`src/rtl/accel_g_scaler_if.sv`:
```
// Start/snapshot request and published result bus of the g-value scaler.
interface accel_g_scaler_if #(
    parameter int DIN_W  = 10,
    parameter int NUM_CH = 3,
    parameter int QUO_W  = 9
);
    logic                          start;
    logic [NUM_CH*DIN_W-1:0]       din;
    logic                          busy;
    logic                          done;
    logic [NUM_CH*(QUO_W+1)-1:0]   acc_out;
    logic [NUM_CH-1:0]             sat;

    modport master (output start, din, input busy, done, acc_out, sat);
    modport slave  (input start, din, output busy, done, acc_out, sat);
endinterface

```
`src/rtl/accel_g_scaler.sv`:
```
// Purpose: scales NUM_CH raw accelerometer axes to signed g magnitudes via a restoring serial divider.
// Latency: NUM_CH*(DVD_W+2)+1 cycles from start to done, independent of data.
// Backpressure: none; start is only sampled in IDLE, requests while busy are dropped.
module accel_g_scaler #(
    parameter int DIN_W         = 10,
    parameter int NUM_CH        = 3,
    parameter int SCALING_SHIFT = 6,
    parameter int DIVISOR_W     = 8,
    parameter int DIVISOR       = 163,
    parameter int QUO_W         = 9,
    parameter int TWOS_COMP     = 0
) (
    input  logic                  CLK,
    input  logic                  RST,
    accel_g_scaler_if.slave       bus
);
    localparam int MAG_W = DIN_W - 1;
    localparam int DVD_W = DIN_W - 1 + SCALING_SHIFT;
    localparam int OUT_W = QUO_W + 1;
    localparam int CH_W  = (NUM_CH > 1) ? $clog2(NUM_CH) : 1;
    localparam int CNT_W = $clog2(DVD_W + 1);
    localparam logic [DIVISOR_W-1:0] DIV_C = DIVISOR_W'(DIVISOR);

    typedef enum logic [2:0] {S_IDLE, S_LOAD, S_DIV, S_STORE, S_DONE} state_t;

    state_t                    state_q, state_d;
    logic [NUM_CH*DIN_W-1:0]   din_q, din_d;
    logic [CH_W-1:0]           ch_q, ch_d;
    logic [CNT_W-1:0]          cnt_q, cnt_d;
    logic [DVD_W-1:0]          dvd_q, dvd_d;
    logic [DIVISOR_W-1:0]      rem_q, rem_d;
    logic                      sign_q, sign_d;
    logic                      msat_q, msat_d;
    logic [NUM_CH*OUT_W-1:0]   shd_acc_q, shd_acc_d;
    logic [NUM_CH-1:0]         shd_sat_q, shd_sat_d;
    logic [NUM_CH*OUT_W-1:0]   acc_q, acc_d;
    logic [NUM_CH-1:0]         sat_q, sat_d;

    logic [DIN_W-1:0]          raw;
    logic [MAG_W-1:0]          mag;
    logic [DIVISOR_W:0]        trial;
    logic                      ovf;
    logic [QUO_W-1:0]          q_mag;
    logic                      q_sign;

    always_comb begin
        state_d   = state_q;
        din_d     = din_q;
        ch_d      = ch_q;
        cnt_d     = cnt_q;
        dvd_d     = dvd_q;
        rem_d     = rem_q;
        sign_d    = sign_q;
        msat_d    = msat_q;
        shd_acc_d = shd_acc_q;
        shd_sat_d = shd_sat_q;
        acc_d     = acc_q;
        sat_d     = sat_q;
        mag       = '0;
        raw       = din_q[int'(ch_q)*DIN_W +: DIN_W];
        trial     = {rem_q, dvd_q[DVD_W-1]};
        // dvd_q holds the finished quotient once the DIV phase has shifted it in
        ovf       = ({{QUO_W{1'b0}}, dvd_q} > {{DVD_W{1'b0}}, {QUO_W{1'b1}}});
        q_mag     = ovf ? '1 : QUO_W'(dvd_q);
        q_sign    = sign_q & (q_mag != '0);

        case (state_q)
            S_IDLE: begin
                if (bus.start) begin
                    din_d   = bus.din;
                    ch_d    = '0;
                    state_d = S_LOAD;
                end
            end
            S_LOAD: begin
                sign_d = raw[DIN_W-1];
                msat_d = 1'b0;
                if (TWOS_COMP != 0) begin
                    if (raw == {1'b1, {MAG_W{1'b0}}}) begin
                        mag    = '1;
                        msat_d = 1'b1;
                    end else if (raw[DIN_W-1]) begin
                        // |raw| fits in MAG_W bits for every code but the most-negative one
                        mag = ~raw[MAG_W-1:0] + MAG_W'(1);
                    end else begin
                        mag = raw[MAG_W-1:0];
                    end
                end else begin
                    mag = raw[MAG_W-1:0];
                end
                dvd_d   = DVD_W'(mag) << SCALING_SHIFT;
                rem_d   = '0;
                cnt_d   = CNT_W'(DVD_W);
                state_d = S_DIV;
            end
            S_DIV: begin
                if (trial >= {1'b0, DIV_C}) begin
                    rem_d = trial[DIVISOR_W-1:0] - DIV_C;
                    dvd_d = {dvd_q[DVD_W-2:0], 1'b1};
                end else begin
                    rem_d = trial[DIVISOR_W-1:0];
                    dvd_d = {dvd_q[DVD_W-2:0], 1'b0};
                end
                cnt_d = cnt_q - CNT_W'(1);
                if (cnt_q == CNT_W'(1)) begin
                    state_d = S_STORE;
                end
            end
            S_STORE: begin
                shd_acc_d[int'(ch_q)*OUT_W +: OUT_W] = {q_sign, q_mag};
                shd_sat_d[ch_q]                       = ovf | msat_q;
                if (ch_q == CH_W'(NUM_CH - 1)) begin
                    // publish on entry to DONE so results are visible alongside the done pulse
                    acc_d   = shd_acc_d;
                    sat_d   = shd_sat_d;
                    state_d = S_DONE;
                end else begin
                    ch_d    = ch_q + CH_W'(1);
                    state_d = S_LOAD;
                end
            end
            S_DONE: begin
                state_d = S_IDLE;
            end
            default: begin
                state_d = S_IDLE;
            end
        endcase
    end

    always_ff @(posedge CLK) begin
        if (RST) begin
            state_q   <= S_IDLE;
            din_q     <= '0;
            ch_q      <= '0;
            cnt_q     <= '0;
            dvd_q     <= '0;
            rem_q     <= '0;
            sign_q    <= 1'b0;
            msat_q    <= 1'b0;
            shd_acc_q <= '0;
            shd_sat_q <= '0;
            acc_q     <= '0;
            sat_q     <= '0;
        end else begin
            state_q   <= state_d;
            din_q     <= din_d;
            ch_q      <= ch_d;
            cnt_q     <= cnt_d;
            dvd_q     <= dvd_d;
            rem_q     <= rem_d;
            sign_q    <= sign_d;
            msat_q    <= msat_d;
            shd_acc_q <= shd_acc_d;
            shd_sat_q <= shd_sat_d;
            acc_q     <= acc_d;
            sat_q     <= sat_d;
        end
    end

    assign bus.busy    = (state_q != S_IDLE);
    assign bus.done    = (state_q == S_DONE);
    assign bus.acc_out = acc_q;
    assign bus.sat     = sat_q;

endmodule
```
`src/flat_wrapper.sv`:
```
// flat-port wrapper written by rule: the top's interface ports become plain ports
module accel_g_scaler_flat 
#(
    parameter int DIN_W         = 10,
    parameter int NUM_CH        = 3,
    parameter int SCALING_SHIFT = 6,
    parameter int DIVISOR_W     = 8,
    parameter int DIVISOR       = 163,
    parameter int QUO_W         = 9,
    parameter int TWOS_COMP     = 0
)
  (CLK, RST, bus_start, bus_din, bus_busy, bus_done, bus_acc_out, bus_sat);
  accel_g_scaler_if #(.DIN_W(DIN_W), .NUM_CH(NUM_CH), .QUO_W(QUO_W)) bus_i ();
  input  logic CLK;
  input  logic RST;
  input wire logic [$bits(bus_i.start)-1:0] bus_start;
  input wire logic [$bits(bus_i.din)-1:0] bus_din;
  output wire logic [$bits(bus_i.busy)-1:0] bus_busy;
  output wire logic [$bits(bus_i.done)-1:0] bus_done;
  output wire logic [$bits(bus_i.acc_out)-1:0] bus_acc_out;
  output wire logic [$bits(bus_i.sat)-1:0] bus_sat;
  assign bus_i.start = bus_start;
  assign bus_i.din = bus_din;
  assign bus_busy = bus_i.busy;
  assign bus_done = bus_i.done;
  assign bus_acc_out = bus_i.acc_out;
  assign bus_sat = bus_i.sat;
  accel_g_scaler #(.DIN_W(DIN_W), .NUM_CH(NUM_CH), .SCALING_SHIFT(SCALING_SHIFT), .DIVISOR_W(DIVISOR_W), .DIVISOR(DIVISOR), .QUO_W(QUO_W), .TWOS_COMP(TWOS_COMP)) u_core (.CLK(CLK), .RST(RST), .bus(bus_i));
endmodule
```
`config.mk`:
```
export PLATFORM = sky130hd
export DESIGN_NAME = accel_g_scaler_flat
export DESIGN_NICKNAME = d
export VERILOG_FILES = /design/src/rtl/accel_g_scaler_if.sv /design/src/rtl/accel_g_scaler.sv /design/src/flat_wrapper.sv
export SDC_FILE = /design/constraint.sdc
export NUM_CORES = 1
export LEC_CHECK = 0
export ABC_AREA = 1
export CORE_MARGIN = 2
export CORE_UTILIZATION = 40
export CTS_BUF_LIST = sky130_fd_sc_hd__clkbuf_4 sky130_fd_sc_hd__clkbuf_8
export CTS_CLUSTER_SIZE = 40
export DETAILED_ROUTE_END_ITERATION = 10
export MAX_ROUTING_LAYER = met4
export SYNTH_ARGS = -nofsm -noshare
export SYNTH_HDL_FRONTEND = slang
export SYNTH_SLANG_ARGS = --single-unit
```
`constraint.sdc`:
```
create_clock -name CLK -period 2.35 [get_ports CLK]
set_input_delay 0.5875 -clock CLK [delete_from_list [all_inputs] [get_ports CLK]]
set_output_delay 0.5875 -clock CLK [all_outputs]
set_load 0.05 [all_outputs]
```
==> results.toml, run 1 <==
[outcome]
run_status = "finished, final reports clean"

[place]
placement.io_buffers = 67
detailedPlacementHpwl_um = 10900
gp_congestion = 0.959

[clock_network]
cts-hold-fix-buffers = 0
clock_buffer_count_from_cts = 17
insertion_delay_ns = 0.45
tritoncts_sinks = 128
cts.path.max_buffers = 2
h-tree-depth = 4
clock-root-buffer = "sky130_fd_sc_hd__clkbuf_8"
tritoncts_clock_tree = "yes"
clkSlewWorstSetupHoldPaths_ns = 0.07

[critical_path]
worstRegToRegCells = 9
timing.critical_path.depth = 1
critical-path-max-stage-delay_ns = 0.82
cp.buffers_inverters = 1
nature_of_the_critical_path_startpoint = "flop"
worstPathCellList = "clkdlybuf4s50_1"
worstSetupEndpointType = "output pin"
timing.critical_path.max_delay_family = "buffers and inverters"
worst-setup-path-type = "reg -> out"
crit_required_ns = 1.76
crit_slowest_cell = "sky130_fd_sc_hd__clkdlybuf4s50_1"
critical_path_arrival_ns = 1.63
critical_path_peak_fanout = 2

[timing]
max_freq_mhz = 451
report.final.slew_viol_count = 0
layout_min_cycle_time_ns = 2.22
worst_pin_slew_ns = 0.615
timing_hold_violations_final = 0
post_route_skew_ns = 0.00888
rsz_0062_raised_after_global_routing = "no"
relSlewSlack = 0.590
crit_share_post_route = 0.943
setup_total_negative_slack_ns = 0
finalSetupViolCount = 0

[die]
die_w_um = 128
initial_core_util = 0.409
boundaryPins = 68
core_um2 = 15100
dieArea_um2 = 16500
num_rows = 45
die_h_um = 128

[route]
drcViolationCount = 0
detailroute.via_count = 5845
drt_wl_total_um = 15500
initialDrtViolationCount = 399
wl_per_cell_um = 13.3
antenna_violating_nets_remaining = 0
route.detailed.vias_per_inst = 5.02
drt_first_pass_iters = 7

[global_routing]
grt_usage = 0.204
initial_antenna_violation_count = 0
globalRouteOverflowTotal = 0
wire_length_of_the_first_global_routing_pass_um = 26300
grt_pass1_vias = 5386
grt_start_max_net_pins = 62

[finish]
synthToLayoutAreaGrowth_pct = 24.1
fin_nets = 1004
final_util = 0.508
n_antenna_cell = 0
drive_above_1_share = 0.100

[power]
powerDensity_nw_per_um2 = 867
leakagePower_nw = 3.27
fin_total_pwr_mw = 6.67
vdd_drop_max_mv = 0.411

[synth]
yosys.cell_types.count = 35
synthesis.area_per_instance_um2 = 6.96
synthesis.yosys.warnings = 0
register_bit_count_reported_by_yosys = 128
seq_area_frac_synth = 0.413
mappedNetlistNets = 931
synthesis.area_um2 = 6200
postSynthCellCount = 890

[job]
maxCapViolations = 0

[min_path]
whs_path_depth = 2
hp-class = "reg -> reg"
==> per-layer routing <==
layer / global-route usage / part of all wire / vias to the layer above
met5: - / 0 / -
met4: 0.0653 / 0.014 / 0
met3: 0.0516 / 0.046 / 17
met2: 0.289 / 0.42 / 125
met1: 0.285 / 0.52 / 2591
li1: - / - / 3112
==> per-stage QoR <==
stage | setup WS (ns) | instance area (um^2) | hold slack (ns) | instances
floorplan | 0.163 | 6200 | 0.420 | 890
global placement | 0.165 | 7180 | 0.431 | 1128
detailed placement | 0.164 | 7180 | 0.433 | 1128
CTS | 0.0977 | 7650 | 0.445 | 1160
global route | 0.00129 | 7690 | 0.462 | 1164
finish | 0.133 | 7690 | 0.442 | 1164
==> cell usage in the layout, fill, tap and decap left out, types with 3 or more instances in the layout <==
cell                                n
sky130_fd_sc_hd__a21oi_1          100
sky130_fd_sc_hd__a31oi_1            6
sky130_fd_sc_hd__buf_4             38
sky130_fd_sc_hd__bufinv_16          4
sky130_fd_sc_hd__clkbuf_8          23
sky130_fd_sc_hd__clkdlybuf4s50_1   65
sky130_fd_sc_hd__clkinvlp_4         3
sky130_fd_sc_hd__dfxtp_1          128
sky130_fd_sc_hd__ha_1               7
sky130_fd_sc_hd__inv_1            120
sky130_fd_sc_hd__inv_2              7
sky130_fd_sc_hd__nand2_1          140
sky130_fd_sc_hd__nand3_1           73
sky130_fd_sc_hd__nand4_1           16
sky130_fd_sc_hd__nor2_1            59
sky130_fd_sc_hd__nor2_2             6
sky130_fd_sc_hd__nor3_1             4
sky130_fd_sc_hd__o211ai_1          16
sky130_fd_sc_hd__o21a_1            14
sky130_fd_sc_hd__o21ai_0           88
sky130_fd_sc_hd__o21ai_1           17
sky130_fd_sc_hd__o21bai_1           7
sky130_fd_sc_hd__o221ai_1           7
sky130_fd_sc_hd__o22ai_1            5
==> where the power goes <==
group / internal (mW) / switching, mW / leakage [nW]
Sequential: 2.35 / 0.0871 / 1.04
Clock: 1.34 / 0.865 / 0.235
Combinational: 0.670 / 1.35 / 1.99
==> flip-flops by register name, summed over array words and instances, names as in the netlist <==
signal,cells
u_core.din_q,30
u_core.dvd_q,15
u_core.sign_q,1
u_core.ch_q,2
u_core.bus.sat,3
u_core.state_q,3
u_core.bus.acc_out,30
u_core.shd_acc_q,30
u_core.rem_q,8
u_core.cnt_q,4
u_core.shd_sat_q,2
==> cells in the mapped netlist, drive strengths merged <==
| library cell | n | share of area |
|---|---|---|
| nand2 | 140 | 0.085 |
| dfxtp | 128 | 0.41 |
| inv | 128 | 0.078 |
| o21ai | 107 | 0.088 |
| a21oi | 100 | 0.081 |
| nand3 | 75 | 0.061 |
| nor2 | 67 | 0.043 |
| clkbuf | 41 | 0.025 |
| nand4 | 16 | 0.016 |
| o211ai | 16 | 0.019 |
| o21a | 14 | 0.017 |
| buf | 11 | 0.010 |
| ha | 8 | 0.016 |
| o21bai | 7 | 0.0085 |
| o221ai | 7 | 0.0099 |
| a31oi | 6 | 0.0061 |
| nor3 | 6 | 0.0075 |
| o22ai | 6 | 0.0071 |
| a211oi | 2 | 0.0024 |
| a221oi | 1 | 0.0014 |
| nor3b | 1 | 0.0012 |
| nor4 | 1 | 0.0010 |
| o31ai | 1 | 0.0012 |
| or2 | 1 | 0.0010 |
==> final cells by class <==
| cell class | instances | area [um^2] |
|---|---|---|
| flip-flops and latches | 128 | 2560 |
| fillers | 1530 | 7450 |
| repair inverters | 1 | 5.00 |
| multi-input cells | 582 | 2960 |
| repair buffers | 105 | 976 |
| clock buffers | 24 | 324 |
| clock inverters | 8 | 149 |
| inverters | 128 | 484 |
| well taps | 188 | 235 |
==> worst paths after layout <==
kind,endpoint,slack (ns),start
worst max-delay path,bus_acc_out[10],0.13,u_core.bus.acc_out[10]
worst min-delay path,u_core.din_q[6],0.44,u_core.din_q[6]
worst max register to register,u_core.bus.acc_out[8],0.23,u_core.ch_q[0]
worst min register to register,u_core.din_q[6],0.44,u_core.din_q[6]
==> kinds of logic (layout without fill, tap and decap cells) <==
family / Yosys count / in the layout / synth area share
AO/OA/AOI/OAI: 267 / 267 / 0.241
flip-flops: 128 / 128 / 0.413
adder cells (fa/ha/maj): 8 / 8 / 0.0161
buffers and inverters: 180 / 266 / 0.113
AND/OR/NAND/NOR: 307 / 307 / 0.216
==> repair_timing <==
item                                    in CTS  in global routing
gates resized for setup                      0                  4
endpoints found under the setup margin       0                 16
setup buffers                                0                  3
(Power assumes the default switching activity.)
==> run 2, diff against run 1 <==
- TNS_END_PERCENT: unset -> 50
==> results of run 2 <==
Final layout, timing and power as in run 1 (identical DEF).
